<file path="src/rtl/nanorv32_ahb_arbiter.sv">
// nanorv32_ahb_arbiter: shares one AHB-lite slave between the I-fetch and D masters
module nanorv32_ahb_arbiter #(
  parameter int ADDR_W = 32,
  parameter int DATA_W = 32,
  parameter bit DATA_PRIO = 1'b1
) (
  input  logic              clk,
  input  logic              rst_n,
  input  logic [ADDR_W-1:0] haddri,
  input  logic [1:0]        htransi,
  output logic              hreadyi,
  output logic [DATA_W-1:0] hrdatai,
  input  logic [ADDR_W-1:0] haddrd,
  input  logic [1:0]        htransd,
  input  logic              hwrited,
  input  logic [2:0]        hsized,
  input  logic [DATA_W-1:0] hwdatad,
  output logic              hreadyd,
  output logic [DATA_W-1:0] hrdatad,
  output logic [ADDR_W-1:0] haddr,
  output logic [1:0]        htrans,
  output logic              hwrite,
  output logic [2:0]        hsize,
  output logic [DATA_W-1:0] hwdata,
  input  logic              hready,
  input  logic [DATA_W-1:0] hrdata
);
  typedef enum logic [1:0] {OWN_NONE, OWN_I, OWN_D} own_t;
  own_t              r_dph_own;
  logic              r_pend_v;
  logic              r_pend_m;
  logic [ADDR_W-1:0] r_pend_addr;
  logic              r_pend_write;
  logic [2:0]        r_pend_size;
  logic              r_last_d;
  logic              w_req_i;
  logic              w_req_d;
  logic              w_cap_i;
  logic              w_cap_d;
  own_t              w_aph;
  logic              w_unused;
  // SEQ is treated as NONSEQ, so only htrans[1] matters
  assign w_unused = htransi[0] ^ htransd[0];
  always_comb begin
    w_req_i = htransi[1] & ~(r_pend_v & ~r_pend_m);
    w_req_d = htransd[1] & ~(r_pend_v & r_pend_m);
    w_aph = r_pend_v ? (r_pend_m ? OWN_D : OWN_I) :
            (w_req_i & w_req_d) ? ((DATA_PRIO || !r_last_d) ? OWN_D : OWN_I) :
            w_req_i ? OWN_I :
            w_req_d ? OWN_D : OWN_NONE;
    w_cap_i = (r_dph_own == OWN_I) & w_req_i & (w_aph != OWN_I);
    w_cap_d = (r_dph_own == OWN_D) & w_req_d & (w_aph != OWN_D);
  end
  assign htrans  = (w_aph == OWN_NONE) ? 2'b00 : 2'b10;
  assign haddr   = r_pend_v ? r_pend_addr : (w_aph == OWN_I) ? haddri : haddrd;
  assign hwrite  = r_pend_v ? r_pend_write : (w_aph != OWN_I) & hwrited;
  assign hsize   = r_pend_v ? r_pend_size : (w_aph == OWN_I) ? 3'b010 : hsized;
  assign hwdata  = (r_dph_own == OWN_D) ? hwdatad : '0;
  assign hrdatai = hrdata;
  assign hrdatad = hrdata;
  // a master that just finished its data phase is always released; a captured request completes later
  assign hreadyi = (r_dph_own == OWN_I) ? hready :
                   hready & ~((r_pend_v & ~r_pend_m) | (w_req_i & (w_aph != OWN_I)));
  assign hreadyd = (r_dph_own == OWN_D) ? hready :
                   hready & ~((r_pend_v & r_pend_m) | (w_req_d & (w_aph != OWN_D)));
  always_ff @(posedge clk or negedge rst_n) begin
    if (!rst_n) begin
      r_dph_own    <= OWN_NONE;
      r_pend_v     <= 1'b0;
      r_pend_m     <= 1'b0;
      r_pend_addr  <= '0;
      r_pend_write <= 1'b0;
      r_pend_size  <= 3'b000;
      r_last_d     <= 1'b0;
    end else if (hready) begin
      r_dph_own <= w_aph;
      if (w_aph != OWN_NONE) r_last_d <= (w_aph == OWN_D);
      r_pend_v <= w_cap_i | w_cap_d;
      if (w_cap_i | w_cap_d) begin
        r_pend_m     <= w_cap_d;
        r_pend_addr  <= w_cap_d ? haddrd : haddri;
        r_pend_write <= w_cap_d & hwrited;
        r_pend_size  <= w_cap_d ? hsized : 3'b010;
      end
    end
  end
endmodule

</file>
<file path="config.mk">
export PLATFORM = sky130hd
export DESIGN_NAME = nanorv32_ahb_arbiter
export DESIGN_NICKNAME = d
export VERILOG_FILES = /design/src/rtl/nanorv32_ahb_arbiter.sv
export SDC_FILE = /design/constraint.sdc
export NUM_CORES = 1
export LEC_CHECK = 0
export ABC_CLOCK_PERIOD_IN_PS = 4300
export CORE_ASPECT_RATIO = 0.7
export CORE_MARGIN = 3
export CORE_UTILIZATION = 37
export CTS_CLUSTER_DIAMETER = 200
export DETAILED_ROUTE_END_ITERATION = 10
export PLACE_DENSITY = 0.95
export SETUP_SLACK_MARGIN = 0.05
export SLEW_MARGIN = 10
export SYNTH_ARGS = -nofsm -noshare
export SYNTH_HDL_FRONTEND = slang
export SYNTH_SLANG_ARGS = --single-unit
</file>
<file path="constraint.sdc">
create_clock -name clk -period 4.3 [get_ports clk]
set_input_delay 0.86 -clock clk [delete_from_list [all_inputs] [get_ports clk]]
set_output_delay 0.86 -clock clk [all_outputs]
set_load 0.01 [all_outputs]
</file>
==> qor.txt <==
========================================================================================
Result of the run                                                           finished, final reports clean
CP Data Required Time                                                            3.44 ns
Cell Rows                                                                             29
Worst-skew pair later-pin latency                                                0.28 ns
Fin area                                                                        5140 µm²
Starting DRC count in detailed routing                                               235
Most area-hungry cell type in the Yosys netlist                             sky130_fd_sc_hd__dfrtp_1
CTS clk-pin slew, worst paths                                                    0.06 ns
Number of fill cells                                                                 844
Number of warning messages in the yosys log                                            0
Slew at the pin closest to its max-slew limit                                   0.941 ns
Startpoint of the most critical setup path                                    htransd[1]
Die W                                                                             124 µm
Register-to-register setup slack                                                 1.91 ns
Root buffer cell                                                            sky130_fd_sc_hd__clkbuf_16
Type of the worst setup path                                                input pin to primary output
Endpoint kind of the worst setup timing path                                primary output
Initial Util                                                                       39.0%
Post-synthesis average cell area                                                8.17 µm²
Via count of the first global-routing pass                                          3534
Number of distinct library cells after synthesis                                      29
Capturing point of the worst reg2reg path                                   r_pend_addr[27]
Headroom to the max-slew limit                                                     37.2%
Leakage power                                                                 0.00202 µW
Number of levels the H-tree was split into                                             2
Reg2reg start                                                                   r_pend_v
Worst Reg-to-Reg Cells                                                                 5
CTS sink count                                                                        40
Post-CTS repair timing setup buffer count                                              0
Post-synth top cells                                                        sky130_fd_sc_hd__buf_4, sky130_fd_sc_hd__nor3_1, sky130_fd_sc_hd__dfrtp_1
Cell count after synthesis                                                           444
P per Cell Area                                                               306 nW/µm²
Layer carrying the most global-route usage                                          met2
IO Count                                                                             275
Router iterations before antenna repair                                                5
WL final                                                                         12.0 mm
Non-filler cells, final                                                              659
Worst hold slack across all endpoints                                           0.510 ns
Die height                                                                       88.8 µm
Placed inst area                                                                4990 µm²
Floorplan die area                                                             11000 µm²
Largest fanout on the critical path                                                   27
Layout overhead on the synthesized area                                            41.7%
# nets final                                                                         673
Number of clock buffers inserted by TritonCTS                                          5
Shortest period the worst path allows                                            3.91 ns
Maximum number of pins on one net before global-route repair                          77
Syn nets                                                                             583
EDFF count, synth                                                                      0
Placeable core region                                                           9290 µm²
Post-synthesis sequential area ratio                                               27.6%
Number of instances in the placed design                                             651
Leading post-synthesis cells by cell area                                   sky130_fd_sc_hd__dfrtp_1, sky130_fd_sc_hd__buf_4, sky130_fd_sc_hd__a311oi_2, sky130_fd_sc_hd__mux2i_1, sky130_fd_sc_hd__nor3_1
Global Route met1 Usage                                                            27.3%
Post-synth top area share                                                          27.6%
GR Overflow Total                                                                      0
Detail Route Antenna Nets                                                              0
Vias/cell                                                                           5.30
Share of flip-flops with an asynchronous set or reset                               100%
Synthesized flop and latch total                                                      40
Peak supply drop                                                                  186 µV
Hold Crit Class                                                             flop to flop
Detailed-route wire length per cell                                              18.2 µm
Number of buffers on the longest clock path                                            2
Portion of the clock cycle consumed by the worst path in the final layout          90.8%
Critical Path Source Type                                                      input pin
Number of max-slew violations in the final report                                      0
Number of buffers inserted by hold repair at cts                                       0
Met3 Resource Use GR                                                               8.08%
Hold Violations, Final                                                                 0
Total of cells resized after clock tree synthesis                                      0
Worst-case clock skew                                                         0.00414 ns
Endpoint of the most critical setup path                                       haddr[29]
I/O Buffers                                                                          175
Unrepaired setup endpoints after global routing                                    false
CTS tree                                                                           built
Gr usage total                                                                     20.7%
Number of inserted diodes                                                              0
Arrival time at the worst endpoint                                               3.05 ns
DPL Wire Length                                                                  8.65 mm
Aggregate negative setup slack                                                      0 ns
Share of layout cells above drive strength 1                                       9.35%
Post-Syn Area                                                                   3630 µm²
Post-layout util                                                                   55.3%
Number of antenna violations at the first check in global routing                      0
Synth Flop Type                                                             sky130_fd_sc_hd__dfrtp_1
RD Place Congestion                                                                0.822
Vias post-DR                                                                        3495
Global-route wire length before repair                                           18.5 mm
Met2 track demand over resource                                                    32.1%
Peak Freq                                                                      0.256 GHz
# setup viols final                                                                    0
Max Cap Viol                                                                           0
DRC violations left                                                                    0
========================================================================================
-- registers in the layout, indices dropped and copies added (netlist names) --
name / count
r_pend_m: 1
r_pend_size: 3
r_pend_write: 1
r_pend_addr: 32
r_dph_own: 2
r_pend_v: 1
-- area by class of cell --
cell class / instances / area (µm²) / share of cell area (%)
Tap cell: 124 / 155 / 3.02
Inverter: 38 / 143 / 2.78
Clock buffer: 6 / 139 / 2.70
Multi-Input combinational cell: 264 / 1840 / 35.9
Sequential cell: 40 / 1000 / 19.5
Clock inverter: 2 / 10.0 / 0.195
Timing Repair Buffer: 185 / 1850 / 35.9
-- cell usage in the layout, fill, tap and decap left out, types with 2 or more instances in the layout --
master	instances
sky130_fd_sc_hd__o21ai_0	34
sky130_fd_sc_hd__inv_1	38
sky130_fd_sc_hd__or2_2	2
sky130_fd_sc_hd__dfrtp_1	39
sky130_fd_sc_hd__nand2b_1	2
sky130_fd_sc_hd__clkdlybuf4s50_1	174
sky130_fd_sc_hd__a31o_1	3
sky130_fd_sc_hd__nand2_1	33
sky130_fd_sc_hd__nor3_1	68
sky130_fd_sc_hd__a311oi_2	25
sky130_fd_sc_hd__mux2i_1	35
sky130_fd_sc_hd__and2_1	32
sky130_fd_sc_hd__a21oi_1	4
sky130_fd_sc_hd__clkbuf_16	5
sky130_fd_sc_hd__nor2b_1	2
sky130_fd_sc_hd__o21a_1	2
sky130_fd_sc_hd__a311oi_1	7
sky130_fd_sc_hd__buf_4	8
sky130_fd_sc_hd__buf_12	2
sky130_fd_sc_hd__clkinv_2	2
sky130_fd_sc_hd__nor2_1	5
-- cells by family after synthesis --
group,synth area share (%)
AO/OA/AOI/OAI,19.0
buffers and inverters,22.0
flip-flops,27.6
multiplexers,9.94
other,0.103
AND/OR/NAND/NOR,21.3
-- worst min-delay path by stage --
stage	start	to	slack, ns	cells past startpoint
detailed placement	r_pend_size[0]	r_pend_size[0]	0.50	1
floorplan	r_pend_size[0]	r_pend_size[0]	0.47	1
CTS	r_pend_size[0]	r_pend_size[0]	0.51	1
global placement	r_pend_write	r_pend_write	0.48	1
global route	r_pend_size[2]	r_pend_size[2]	0.53	1
finish	r_pend_size[0]	r_pend_size[0]	0.51	1
-- per-layer routing --
metal / wire, µm / up-vias / part of all wire (%)
met1: 5230 / 1637 / 44
met5: 0 / - / 0
li1: - / 1642 / -
met4: 212 / 0 / 1.8
met2: 5450 / 195 / 45
met3: 1120 / 21 / 9.3
-- stage by stage --
stage	power (µW)	worst slack, ns
4_1_cts	1580	0.405
6_report	1570	0.394
2_1_floorplan	935	1.51
3_5_place_dp	1200	0.424
5_1_grt	1670	0.240
3_3_place_gp	1170	0.457
-- critical path, stage by stage --
cell                              delay, ns
sky130_fd_sc_hd__clkdlybuf4s50_1       0.57
sky130_fd_sc_hd__nor3b_2               0.35
sky130_fd_sc_hd__buf_12                0.25
sky130_fd_sc_hd__mux2i_1               0.10
sky130_fd_sc_hd__o21ai_0               0.27
sky130_fd_sc_hd__clkdlybuf4s50_1       0.60
-- power by group --
part,leakage [µW],internal [µW],switching [µW],total (µW)
logic,0.00150,357,275,632
registers,0.000434,494,69.3,564
clock network,0.0000766,229,148,376
total,0.00202,1080,492,1570
(Power assumes the default switching activity.)
